$ cat src/rtl/pwm_pkg.sv
// Shared PWM definitions: compare-function encodings and the default counter
// width. The register file, period counter and compare stage all use these.
package pwm_pkg;

   localparam int CNT_W_DEF = 16;

   // functions[1]: 0 = aligned, 1 = unaligned
   // functions[0]: 0 = left, 1 = right (aligned only)
   localparam logic [1:0] FUNC_ALIGN_LEFT  = 2'b00;
   localparam logic [1:0] FUNC_ALIGN_RIGHT = 2'b01;
   localparam logic [1:0] FUNC_UNALIGNED   = 2'b10;

endpackage

$ cat src/rtl/pwm_shadow_regs.sv
// Active compare-register bank with period-boundary and load detection.
// Ports:
//   clk, rst            clock, async active-high reset
//   count_val, period   counter value and period (period is the down-count
//                       wrap target)
//   upnotdown           counter direction, 1 = up
//   pwm_en              output enable; its rising edge forces a load
//   compare1/2, functions  shadow (register-file) values
//   bnd                 first cycle the counter shows its wrapped value
//   cmp1_eff/cmp2_eff/func_eff  values to use this cycle (shadow on a load)
//   active_cmp1         committed compare1 for readback
module pwm_shadow_regs
   import pwm_pkg::*;
#(
   parameter int CNT_W = CNT_W_DEF
) (
   input  logic             clk,
   input  logic             rst,
   input  logic [CNT_W-1:0] count_val,
   input  logic [CNT_W-1:0] period,
   input  logic             upnotdown,
   input  logic             pwm_en,
   input  logic [CNT_W-1:0] compare1,
   input  logic [CNT_W-1:0] compare2,
   input  logic [1:0]       functions,
   output logic             bnd,
   output logic [CNT_W-1:0] cmp1_eff,
   output logic [CNT_W-1:0] cmp2_eff,
   output logic [1:0]       func_eff,
   output logic [CNT_W-1:0] active_cmp1
);

   logic [CNT_W-1:0] cmp1_q;
   logic [CNT_W-1:0] cmp2_q;
   logic [1:0]       func_q;
   logic [CNT_W-1:0] cnt_prev;
   logic             en_prev;
   logic [CNT_W-1:0] bnd_target;
   logic             ld;

   // A counter stalled by its prescaler repeats count_val; the change test
   // keeps a held wrap value from producing more than one boundary.
   always_comb begin
      bnd_target = upnotdown ? '0 : period;
      bnd        = pwm_en & (count_val != cnt_prev) & (count_val == bnd_target);
      ld         = bnd | (pwm_en & ~en_prev);
      // The shadow values are applied in the load cycle itself, so a new
      // period's settings govern its very first count.
      cmp1_eff   = ld ? compare1  : cmp1_q;
      cmp2_eff   = ld ? compare2  : cmp2_q;
      func_eff   = ld ? functions : func_q;
   end

   always_ff @(posedge clk or posedge rst) begin
      if (rst) begin
         cmp1_q   <= '0;
         cmp2_q   <= '0;
         func_q   <= '0;
         cnt_prev <= '0;
         en_prev  <= 1'b0;
      end else begin
         cnt_prev <= count_val;
         en_prev  <= pwm_en;
         if (ld) begin
            cmp1_q <= compare1;
            cmp2_q <= compare2;
            func_q <= functions;
         end
      end
   end

   assign active_cmp1 = cmp1_q;

endmodule

$ cat src/rtl/pwm_compare_gen.sv
// PWM compare stage: turns the period counter's count_val into a registered
// PWM waveform using shadowed compare values committed at period boundaries.
// Ports:
//   clk, rst            clock, async active-high reset
//   count_val, period, upnotdown  period counter state
//   pwm_en              output enable (0 forces pwm_out low)
//   compare1, compare2, functions shadow register-file values
//   pwm_out             registered PWM output
//   period_tick         one-cycle pulse after each committed boundary
//   active_cmp1         committed compare1 for readback
module pwm_compare_gen
   import pwm_pkg::*;
#(
   parameter int CNT_W = CNT_W_DEF
) (
   input  logic             clk,
   input  logic             rst,
   input  logic [CNT_W-1:0] count_val,
   input  logic [CNT_W-1:0] period,
   input  logic             upnotdown,
   input  logic             pwm_en,
   input  logic [CNT_W-1:0] compare1,
   input  logic [CNT_W-1:0] compare2,
   input  logic [1:0]       functions,
   output logic             pwm_out,
   output logic             period_tick,
   output logic [CNT_W-1:0] active_cmp1
);

   logic             bnd;
   logic [CNT_W-1:0] cmp1_eff;
   logic [CNT_W-1:0] cmp2_eff;
   logic [1:0]       func_eff;
   logic             pwm_next;

   pwm_shadow_regs #(.CNT_W(CNT_W)) u_shadow (
      .clk         (clk),
      .rst         (rst),
      .count_val   (count_val),
      .period      (period),
      .upnotdown   (upnotdown),
      .pwm_en      (pwm_en),
      .compare1    (compare1),
      .compare2    (compare2),
      .functions   (functions),
      .bnd         (bnd),
      .cmp1_eff    (cmp1_eff),
      .cmp2_eff    (cmp2_eff),
      .func_eff    (func_eff),
      .active_cmp1 (active_cmp1)
   );

   // Plain unsigned compares: E1=0 gives always-low (left) / always-high
   // (right); E1 >= E2 gives an empty unaligned window.
   always_comb begin
      pwm_next = 1'b0;
      case (func_eff)
         FUNC_ALIGN_LEFT:  pwm_next = (count_val < cmp1_eff);
         FUNC_ALIGN_RIGHT: pwm_next = (count_val >= cmp1_eff);
         default:          pwm_next = (count_val >= cmp1_eff) && (count_val < cmp2_eff);
      endcase
   end

   always_ff @(posedge clk or posedge rst) begin
      if (rst) begin
         pwm_out     <= 1'b0;
         period_tick <= 1'b0;
      end else begin
         pwm_out     <= pwm_en & pwm_next;
         period_tick <= bnd;
      end
   end

endmodule
$ cat config.mk
export PLATFORM = sky130hd
export DESIGN_NAME = pwm_compare_gen
export DESIGN_NICKNAME = d
export VERILOG_FILES = /design/src/rtl/pwm_pkg.sv /design/src/rtl/pwm_shadow_regs.sv /design/src/rtl/pwm_compare_gen.sv
export SDC_FILE = /design/constraint.sdc
export NUM_CORES = 1
export LEC_CHECK = 0
export CAP_MARGIN = 20
export CORE_UTILIZATION = 53
export CTS_CLUSTER_SIZE = 40
export DETAILED_ROUTE_END_ITERATION = 10
export MAX_ROUTING_LAYER = met4
export PLACE_DENSITY = 0.86
export REMOVE_ABC_BUFFERS = 1
export SYNTH_ARGS = -nofsm -noshare
export SYNTH_HDL_FRONTEND = slang
export SYNTH_HIERARCHICAL = 1
export SYNTH_SLANG_ARGS = --single-unit
$ cat constraint.sdc
create_clock -name clk -period 10.45 [get_ports clk]
set_clock_uncertainty 0.2 [all_clocks]
set_input_delay 1.045 -clock clk [delete_from_list [all_inputs] [get_ports clk]]
set_output_delay 1.045 -clock clk [all_outputs]
set_load 0.1 [all_outputs]
# Word level (Yosys, flattened, before mapping)
# Index checks and enable logic that the tools add are counted.
[word_totals]
regBits = 53
inputBits = 70
out_inout_bits = 18
elab_cells = 26
[op_classes]
magnitude_cmp = 3
n_eq_ne = 3
n_mux = 5
bitwise_logic = 6
reduce_logical = 2
[op_table]
columns = ["operator", "count"]
rows = [
  ["$mux W16", 3],
  ["$lt A16 B16 Y1", 2],
  ["$eq A16 B16 Y1", 1],
  ["$ge A16 B16 Y1", 1],
  ["$ne A16 B16 Y1", 1],
  ["$and A1 B1 Y1", 4],
  ["$eq A2 B1 Y1 const B", 1],
  ["$logic_not A2 Y1", 1],
  ["$mux W2", 1],
  ["$pmux W1 S2", 1],
  ["$logic_and A1 B1 Y1", 1],
  ["$not A1 Y1", 1],
  ["$or A1 B1 Y1", 1],
]

# Logic depth before layout (Yosys ltp)
# Gate-level depths: netlist (run 1).
[logic_depth]
ltp_word = 9
depth_mapped = 15
ltp_nobuf = 14

# Cells and area by module
# Netlist (run 1), hierarchy kept.
[modules_own_cells]
columns = ["module", "instances", "cells_each", "area_per_inst_um2", "seq_area_each_um2"]
rows = [
  ["pwm_shadow_regs", 1, 170, 2417.3, 1276.2],
  ["pwm_compare_gen", 1, 115, 859.6, 50.0],
]

# Worst setup path after synthesis (run 1)
# No wires, ideal clock.
[synth_path]
path_kind = "in2reg"
from = "input port count_val[1]"
to = "register pwm_out"
setup_ns = 0.087
t_arrival_ns = 4.151
required_ns = 10.163
path_slack_ns = 6.012
stages = 14
path_buffers = 1
cell_sequence = "xor2_1 > nor4_2 > nand4_1 > and4b_4 > a32oi_4 > buf_12 > mux2_4 > inv_1 > ha_1 > nand4_1 > or4_1 > o21a_1 > a211o_1 > a211oi_2"
[synth_via]
elab_chain_len = 9
elab_cells_between_ends = 16
classes_between = "order compare: 3; eq/ne: 3; mux: 4; bitwise: 4; reduce/logical: 2"
[synth_rtl]
columns = ["item", "line_no", "rtl"]
rows = [
  ["start: declaration", "pwm_compare_gen.sv:18", "input logic [CNT_W-1:0] count_val,"],
  ["$ne A16 B16 Y1", "pwm_shadow_regs.sv:45", "bnd = pwm_en & (count_val != cnt_prev) & (count_val == bnd_target);"],
  ["$and A1 B1 Y1", "pwm_shadow_regs.sv:45", ""],
  ["$and A1 B1 Y1 (*)", "pwm_shadow_regs.sv:45", ""],
  ["$or A1 B1 Y1 (*)", "pwm_shadow_regs.sv:46", "ld = bnd | (pwm_en & ~en_prev);"],
  ["$mux W16 (*)", "pwm_shadow_regs.sv:49", "cmp1_eff = ld ? compare1 : cmp1_q;"],
  ["named net cmp1_eff[14]", "pwm_compare_gen.sv:31", "logic [CNT_W-1:0] cmp1_eff;"],
  ["$ge A16 B16 Y1", "pwm_compare_gen.sv:59, pwm_compare_gen.sv:60", ""],
  ["$logic_and A1 B1 Y1", "pwm_compare_gen.sv:60", "default: pwm_next = (count_val >= cmp1_eff) && (count_val < cmp2_eff);"],
  ["$pmux W1 S2 (*)", "pwm_compare_gen.sv:57", "case (func_eff)"],
  ["$and A1 B1 Y1 (*)", "pwm_compare_gen.sv:69", "pwm_out <= pwm_en & pwm_next;"],
  ["end signal: assignment", "pwm_compare_gen.sv:69", ""],
  ["end: declaration", "pwm_compare_gen.sv:25", "output logic pwm_out,"],
]
# The timed path passes the listed nets; every way through them passes the cells marked *.

# Worst setup path after layout (run 1)
[layout_path]
from = "input port count_val[0]"
to = "register pwm_out"
# The elaborated chain is that of the path after synthesis.

==> impl_metrics.toml, run 1 <==
[finish]
drive_gt1_share_pct = 13.8
postLayoutCellArea_mm2 = 0.00432
diodes = 0
fill_cells = 421
utilization_pct = 72.5
areaGrowthSynthToFinish_pct = 31.7
fin_nets = 478

[synth]
synth_top_area_cell = "dfrtp_1"
netlist_instances = 285
ys_ff_latch = 53
synth.distinct_cells = 45
ys.flop_type = "dfrtp_1"
yosys_warnings = 6
synth.top_cell.area_share_pct = 40.5
async_reset_ff_share_pct = 100
syn_area_mm2 = 0.00328
seq_area_frac_synth_pct = 40.5
synthTopCellsByArea = "dfrtp_1 (40%), mux2_4 (14%), ha_1 (12%), inv_1 (4.7%), xor2_1 (4.3%)"
synth-edff-count = 0
postSynthAreaPerCell_um2 = 11.5

[clock_network]
clkTransAtPathRegs_ns = 0.10
cts_sinks = 53
tritoncts = "done"
cts_buffer_depth = 2
clkLatencyLatePin_ns = 0.31
h-tree-depth = 2
post-cts-setup-buffer-count = 0
hold_buffers = 0
numCtsBuffers = 5
root_buffer = "clkbuf_8"
cts_resized = 0

[setup_path]
worstSetupEndpointType = "flip-flop"
r2r_cells = 14
crit_top_cell = "nand4_1"
crit_arrival_ns = 5.79
required_ns = 10.48
path_cells = "clkdlybuf4s50_1, xor2_1, nor4_1, nand4_1, and4b_4, a32oi_4, buf_4, mux2_2, inv_1, ha_1, nand4_1, or4_1, o21a_1, a211o_1, a211oi_2"
max_stage_delay_ns = 0.59
slowest_stage = "a32oi_4"
criticalPathCategory = "in2reg"
r2r-start = "u_shadow/cnt_prev[0]"
r2r_setup_slack_ns = 5.64
reg2reg_to = "pwm_out"
cp-start-kind = "primary input"
cp_max_fo = 22

[floorplanning]
core_area_mm2 = 0.00596
die_w_um = 80.6
die_area_mm2 = 0.00650
ios = 88
start_util_pct = 55.0
rows = 28
die_h_um = 80.6

[place]
gp_congestion = 0.941
hpwlAfterDp_mm = 5.99
io_buffers = 87
dpl_cell_area_mm2 = 0.00418

[power]
peakVddDrop_mv = 0.129
clockPowerShare_pct = 22.4
p_seq_share_pct = 37.6
switching_share_pct = 36.8
p_int_mw = 0.401
p_sw_mw = 0.233
pwr-share-comb_pct = 40.0
powerDensity_mw_per_mm2 = 147
p_leak_nw = 2.03

[grt]
grt_pass1_vias = 2644
grt_pass1_wl_mm = 12.3
grt_usage_pct = 26.3
overflow = 0
grt_max_degree = 52
antenna_found_initial = 0

[min_path]
whs_endpoint = "u_shadow/cmp2_q[0]"
hold_path.class = "reg2reg"
hp-start = "u_shadow/cmp2_q[0]"
whs_path_depth = 1

[drt]
vias = 2481
wirelength_mm = 7.81
dr.pass1.iters = 4
antenna_left = 0
route.detailed.drc = 0
wl_per_cell_um = 17.2
viasPerCell = 5.48
drt_iter0_drc = 99

[sta]
maxSlewViolCount = 0
maxSlewHeadroom_pct = 34.4
finalCritPeriodShare_pct = 55.2
hold_viol = 0
worst_slew_pin_slew_ns = 0.981
finalSetupTns_ns = 0
min_period_ns = 5.77
clock.fmax_mhz = 173
finalSetupViolCount = 0
grt_setup_unrepaired = "no"

[job]
cap_viol_max_count = 0

[outcome]
status = "completed"
==> worst max-delay path: cells and delay by family <==
kind	cells	cell delay, ns
simple gates	5	1.53
fa+ha+maj	1	0.16
xor+xnor	1	0.21
buf+inv	3	1.11
mux	1	0.40
compound gates	4	1.32
==> cells in the mapped netlist (all sizes together), types with 2 or more instances <==
master and instances:
o22ai 2, nor4 5, a21oi 12, a211o 2
mux2 34, o32ai 3, dfrtp 53, nand4 5
inv 41, and3 2, nand3 3, xnor2 6
a211oi 2, o21ai 9, nand2b 4, a31oi 5
o21a 3, a2111oi 2, nor2 14, ha 31
nor2b 2, buf 4, nand2 8, nor4bb 4
xor2 16
==> worst max-delay path by stage <==
stage	from	end	slack, ns	depth (start not counted)
global placement	count_val[1]	pwm_out	4.60	15
detailed placement	count_val[0]	pwm_out	4.41	15
floorplan	count_val[1]	pwm_out	5.38	13
global route	count_val[1]	pwm_out	4.52	16
finish	count_val[0]	pwm_out	4.68	15
CTS	count_val[0]	pwm_out	4.70	15
==> cell usage in the layout, fill, tap and decap left out, types with 8 or more instances in the layout <==
cell	netlist	routed
nor2_1	14	14
mux2_4	30	30
xor2_1	16	16
nand2_1	8	8
ha_1	31	31
clkdlybuf4s50_1	0	87
a21oi_1	12	12
dfrtp_1	53	53
o21ai_0	8	8
inv_1	41	40
==> stage by stage <==
stage	hold slack [ns]	setup slack (ns)	power, mW	cells
6_report	0.302	4.68	0.634	453
5_1_grt	0.316	4.52	0.664	453
4_1_cts	0.303	4.70	0.634	452
3_5_place_dp	0.280	4.41	0.493	444
3_3_place_gp	0.274	4.60	0.485	444
2_1_floorplan	0.267	5.38	0.410	281
==> registers in the layout, indices dropped and copies added, names as in the netlist <==
signal / flops
u_shadow/cmp2_q: 16
u_shadow/func_q: 2
u_shadow/cnt_prev: 16
pwm_out: 1
u_shadow/en_prev: 1
u_shadow/active_cmp1: 16
period_tick: 1
==> logic make-up after synthesis <==
family | after synthesis | synth area share, %
adders and majority gates | 31 | 11.8
xor gates and xnor gates | 22 | 5.88
buffers and inverters | 45 | 6.76
muxes | 34 | 15.1
AOI/OAI and AO/OA | 48 | 10.5
DFF | 53 | 40.5
and+or+nand+nor | 52 | 9.47
==> metal layers <==
| metal | vias to the layer above | routed length (µm) | GRT usage, % |
|---|---|---|---|
| met5 | - | 0 | - |
| met3 | 19 | 396 | 4.32 |
| met1 | 1204 | 3310 | 31.0 |
| met2 | 76 | 3910 | 45.3 |
| met4 | 0 | 195 | 9.29 |
| li1 | 1182 | - | - |
==> power groups by stage <==
stage               sequential [mW]  combinational, mW  clock [mW]
floorplan                     0.313             0.0967           0
global placement              0.242              0.243           0
detailed placement            0.242              0.251           0
CTS                           0.238              0.253       0.143
global route                  0.241              0.271       0.152
finish                        0.238              0.254       0.142
==> layout make-up <==
| cell class | instances | area [µm²] | area share [%] |
|---|---|---|---|
| Tap cell | 75 | 93.8 | 2.17 |
| Sequential cell | 53 | 1330 | 30.7 |
| Inverter | 41 | 154 | 3.57 |
| Timing Repair Buffer | 89 | 898 | 20.8 |
| Clock buffer | 5 | 68.8 | 1.59 |
| Multi-Input combinational cell | 187 | 1730 | 40.1 |
| Clock inverter | 3 | 46.3 | 1.07 |
Power figures use the tool's default switching activity.
==> run 2, diff against run 1 <==
Settings changed: CORE_UTILIZATION 53 to 44, PLACE_DENSITY 0.86 to 0.77.
Clock period 10.45 ns to 5.14 ns, I/O delays scaled along.
==> run 2 against run 1 <==
  * Cell area is 1.7% higher
  * Final cell count is 6.6% higher
  * Critical path depth is 1 higher
  * Global-route usage is 3.8 points lower
  * Flip-flop and latch count stayed put
  * Non-clock buffer count is 8 higher
  * Routed wire length is 1.2% higher
  * Via count hardly changed
  * Critical endpoint unchanged
  * Sequential power is 100% higher
  * Setup slack worse by 4.1 ns
  * Utilization is 12 points lower
==> impl_metrics.toml, run 2 (same netlist as run 1, synthesis figures left out) <==
[sta]
clock.fmax_mhz = 218
finalSetupViolCount = 0
hold_viol = 0
worst_slew_pin_slew_ns = 0.985
maxSlewHeadroom_pct = 34.1
min_period_ns = 4.58
finalSetupTns_ns = 0
finalCritPeriodShare_pct = 89.1
maxSlewViolCount = 0
grt_setup_unrepaired = "no"

[grt]
met3_usage_pct = 3.82
overflow = 0
top_usage_layer = "met2"
antenna_found_initial = 0
grt_pass1_vias = 2698
global_route.usage.met2_pct = 39.7
grt_max_degree = 52
globalRouteMet1Util_pct = 27.0
grt_usage_pct = 22.5
grt_pass1_wl_mm = 12.9

[clock_network]
cts_resized = 0
tritoncts = "done"
clkLatencyLatePin_ns = 0.31
hold_buffers = 0
numCtsBuffers = 5
post-cts-setup-buffer-count = 0
h-tree-depth = 2
clkTransAtPathRegs_ns = 0.09
cts_sinks = 53
root_buffer = "clkbuf_8"
cts_buffer_depth = 2

[floorplanning]
rows = 31
die_h_um = 88.3
start_util_pct = 45.4
die_area_mm2 = 0.00780
die_w_um = 88.3
ios = 88
core_area_mm2 = 0.00721

[drt]
vias = 2483
antenna_left = 0
drt_iter0_drc = 149
dr.pass1.iters = 4
route.detailed.drc = 0
viasPerCell = 5.14
wl_per_cell_um = 16.4
wirelength_mm = 7.90

[setup_path]
r2r-start = "u_shadow/cnt_prev[2]"
required_ns = 5.16
crit_arrival_ns = 4.60
cp-start-kind = "primary input"
cp_max_fo = 19
worstSetupEndpointType = "flip-flop"
criticalPathCategory = "in2reg"
startpoint = "count_val[1]"

[power]
powerDensity_mw_per_mm2 = 279
power_mw = 1.22
p_leak_nw = 2.06
peakVddDrop_mv = 0.195

[job]
cap_viol_max_count = 0

[finish]
seq_area_mm2 = 0.00133
areaGrowthSynthToFinish_pct = 34.0
final_common_cell = "clkdlybuf4s50_1"
diodes = 0
multiInputGateArea_mm2 = 0.00173
final_cell_mix = "clkdlybuf4s50_1 (87), dfrtp_1 (53), inv_1 (40)"
fill_cells = 614
fin_nets = 486
drive_gt1_share_pct = 15.1

[outcome]
status = "completed"

[place]
io_buffers = 87
hpwlAfterDp_mm = 6.15
gp_congestion = 0.883

[min_path]
hold_path.class = "in2async"
## run 2: cell count changes in the layout (fill, tap and decap cells not counted), sizes merged
cell      change
buf           +8
bufinv        -1
clkinvlp      -1
## run 2: power breakdown
part	leakage, nW	internal, mW	switching (mW)
combinational	1.40	0.210	0.306
clock	0.0399	0.0901	0.133
sequential	0.624	0.464	0.0210
total	2.06	0.764	0.461
## run 2: worst max-delay path, stage by stage
cell and delay (ns):
clkdlybuf4s50_1 0.61, xor2_1 0.26, nor4_2 0.29, nand4_1 0.13, and4b_4 0.25, a32oi_4 0.25
buf_12 0.23, mux2_4 0.32, inv_1 0.06, ha_1 0.23, nor2b_1 0.14, o211ai_1 0.19
a21oi_1 0.09, a2111oi_1 0.57, a211oi_1 0.21, a211oi_2 0.25
## run 2: per-stage QoR
stage | hold WS [ns] | setup slack [ns] | cells | utilization [%] | instance area, µm²
finish | 0.224 | 0.562 | 483 | 60.9 | 4390
floorplan | 0.0552 | 0.602 | 281 | - | 3210
global placement | 0.275 | 0.363 | 476 | 59.6 | 4300
global route | 0.247 | 0.289 | 483 | 60.9 | 4390
CTS | 0.219 | 0.526 | 482 | 60.6 | 4370
detailed placement | 0.278 | 0.200 | 476 | 59.6 | 4300
## run 2: path summary, 6_finish.rpt
check	endpoint	slack, ns	cells past startpoint
max	pwm_out	0.56	16
min	pwm_out	0.22	2
max reg2reg	pwm_out	0.98	15
min reg2reg	u_shadow/cmp2_q[5]	0.30	1
max in group asynchronous	u_shadow/cnt_prev[6]	3.98	3
min in group clk	u_shadow/cmp2_q[5]	0.30	1
## run 2: layout make-up
class | count | area share [%]
clock buffers | 5 | 1.57
inverters | 41 | 3.51
multi-input cells | 187 | 39.4
repair buffers | 97 | 22.4
clock inverters | 1 | 0.114
flip-flops and latches | 53 | 30.2
well taps | 99 | 2.82
## run 2: layer usage
layer | vias up | wire length [µm] | part of all wire (%)
met3 | 7 | 403 | 5.1
met1 | 1200 | 3380 | 43
met5 | - | 0 | 0
met2 | 76 | 4050 | 51
li1 | 1200 | - | -
met4 | 0 | 66 | 0.84
==> run 3, diff against run 2 <==
Settings changed: ABC_AREA set to 1, CORE_UTILIZATION 44 to 46, PLACE_DENSITY 0.77 to 0.78.
==> run 3 against run 2 <==
  * Sequential power fell by 2%
  * Global-route usage rose by 0.76 points
  * Final cell count rose by 49%
  * Critical path type unchanged
  * Highest routed layer unchanged
==> impl_metrics.toml, run 3 <==
[power]
p_leak_nw = 2.61
peakVddDrop_mv = 0.128
power_mw = 1.24
powerDensity_mw_per_mm2 = 263

[synth]
synth_top_area_cell = "dfrtp_1"
synth-edff-count = 0
ys_ff_latch = 53
synthTopCellsByArea = "dfrtp_1 (36%), nand2_1 (22%), ha_1 (11%), inv_1 (8.6%), nand3_1 (8.0%)"
syn_area_mm2 = 0.00368
synth.distinct_cells = 25
async_reset_ff_share_pct = 100
synthTopCellsByCount = "nand2_1 (211), inv_1 (84), nand3_1 (59)"
netlist_instances = 530
seq_area_frac_synth_pct = 36.1
synth.top_cell.area_share_pct = 36.1
yosys_warnings = 6
postSynthAreaPerCell_um2 = 6.94
yosysMostFrequentCell = "nand2_1"
ys.flop_type = "dfrtp_1"

[finish]
areaGrowthSynthToFinish_pct = 28.5
final_cell_mix = "nand2_1 (211), clkdlybuf4s50_1 (87), inv_1 (83)"
fin_nets = 716
drive_gt1_share_pct = 5.68
seq_area_mm2 = 0.00133
final_common_cell = "nand2_1"
multiInputGateArea_mm2 = 0.00192
fill_cells = 705
diodes = 0
utilization_pct = 61.1
postLayoutCellArea_mm2 = 0.00472

[floorplanning]
die_h_um = 91.4
core_area_mm2 = 0.00773
die_w_um = 91.4
start_util_pct = 47.6
ios = 88
rows = 32
die_area_mm2 = 0.00836

[clock_network]
clkLatencyLatePin_ns = 0.31
cts_sinks = 53
post-cts-setup-buffer-count = 0
root_buffer = "clkbuf_8"
h-tree-depth = 2
tritoncts = "done"
cts_resized = 0
clkTransAtPathRegs_ns = 0.10
numCtsBuffers = 5
hold_buffers = 0
cts_buffer_depth = 2

[drt]
vias = 3481
antenna_left = 0
wirelength_mm = 8.94
drt_iter0_drc = 160
dr.pass1.iters = 6
viasPerCell = 4.85
route.detailed.drc = 0
wl_per_cell_um = 12.4

[setup_path]
worstSetupEndpointType = "flip-flop"
slowest_stage = "o21bai_4"
crit_top_cell = "nand2_1"
max_stage_delay_ns = 0.69
criticalPathCategory = "in2reg"
r2r_setup_slack_ns = 1.82
r2r_cells = 24
required_ns = 5.14
crit_arrival_ns = 4.06
reg2reg_to = "pwm_out"
cp-start-kind = "primary input"
cp_max_fo = 36
r2r-start = "u_shadow/cnt_prev[7]"

[sta]
worst_slew_pin_slew_ns = 0.972
maxSlewHeadroom_pct = 35.0
clock.fmax_mhz = 246
finalCritPeriodShare_pct = 79.0
finalSetupViolCount = 0
finalSetupTns_ns = 0
fin_hold_ws_ns = 0.221
maxSlewViolCount = 0
min_period_ns = 4.06
hold_viol = 0
grt_setup_unrepaired = "no"

[min_path]
hold_path.class = "in2async"

[outcome]
status = "completed"

[grt]
global_route.usage.met2_pct = 38.8
grt_usage_pct = 23.3
grt_max_degree = 52
grt_pass1_wl_mm = 15.2
top_usage_layer = "met2"
overflow = 0
grt_pass1_vias = 3327
globalRouteMet1Util_pct = 30.3
antenna_found_initial = 0
met3_usage_pct = 3.02

[place]
gp_congestion = 0.935
hpwlAfterDp_mm = 6.87
io_buffers = 87
dpl_cell_area_mm2 = 0.00459

[job]
cap_viol_max_count = 0
-- run 3: cell types whose count changed in the layout (fill, tap and decap cells not counted), moves of 6 or more --
cell and delta:
inv_1 +43, mux2_4 -30, nand2_1 +203, nand2_2 +7, nand3_1 +56, nand3_2 +7, nor2_1 +20, o21ai_0 -6
xnor2_1 -6, xor2_1 -16
-- run 3: worst max-delay path, delay by kind of cell --
family                     cells  cell delay (ns)
buffers and inverters          5             0.92
and+or+nand+nor               18             1.63
adders and majority gates      1             0.29
AOI/OAI and AO/OA              1             0.69
-- run 3: cells by family after synthesis --
family / Yosys count / share of synthesized area [%]
buf+inv: 98 / 11.6
fa+ha+maj: 31 / 10.5
simple gates: 331 / 39.0
compound gates: 17 / 2.79
flops: 53 / 36.1
-- run 3: routing by layer --
metal	routed length, µm	vias to the layer above
met4	127	0
met5	0	-
met3	296	11
li1	-	1796
met2	4350	74
met1	4160	1600
-- run 3: report_power, final --
group	internal (mW)	switching [mW]
Combinational	0.164	0.308
Sequential	0.458	0.0178
Clock	0.159	0.137
Total	0.781	0.463
-- run 3: worst max-delay path by stage --
stage | from | endpoint | slack, ns | cells past startpoint
3_5_place_dp | upnotdown | pwm_out | 0.78 | 25
2_1_floorplan | upnotdown | pwm_out | 1.92 | 20
6_report | upnotdown | pwm_out | 1.08 | 25
3_3_place_gp | upnotdown | pwm_out | 0.96 | 25
4_1_cts | upnotdown | pwm_out | 1.08 | 24
5_1_grt | upnotdown | pwm_out | 0.74 | 27
-- run 3: layout make-up --
class | instances | share of cell area, %
clock buffers | 7 | 1.83
repair buffers | 90 | 19.2
well taps | 102 | 2.70
multi-input cells | 379 | 40.7
flip-flops and latches | 53 | 28.1
clock inverters | 1 | 0.636
inverters | 86 | 6.89
-- run 3: through the flow --
stage | cells | worst slack [ns]
after detailed placement | 709 | 0.778
after floorplan | 518 | 1.92
after CTS | 717 | 1.08
after global routing | 718 | 0.739
after global placement | 709 | 0.963
final | 718 | 1.08
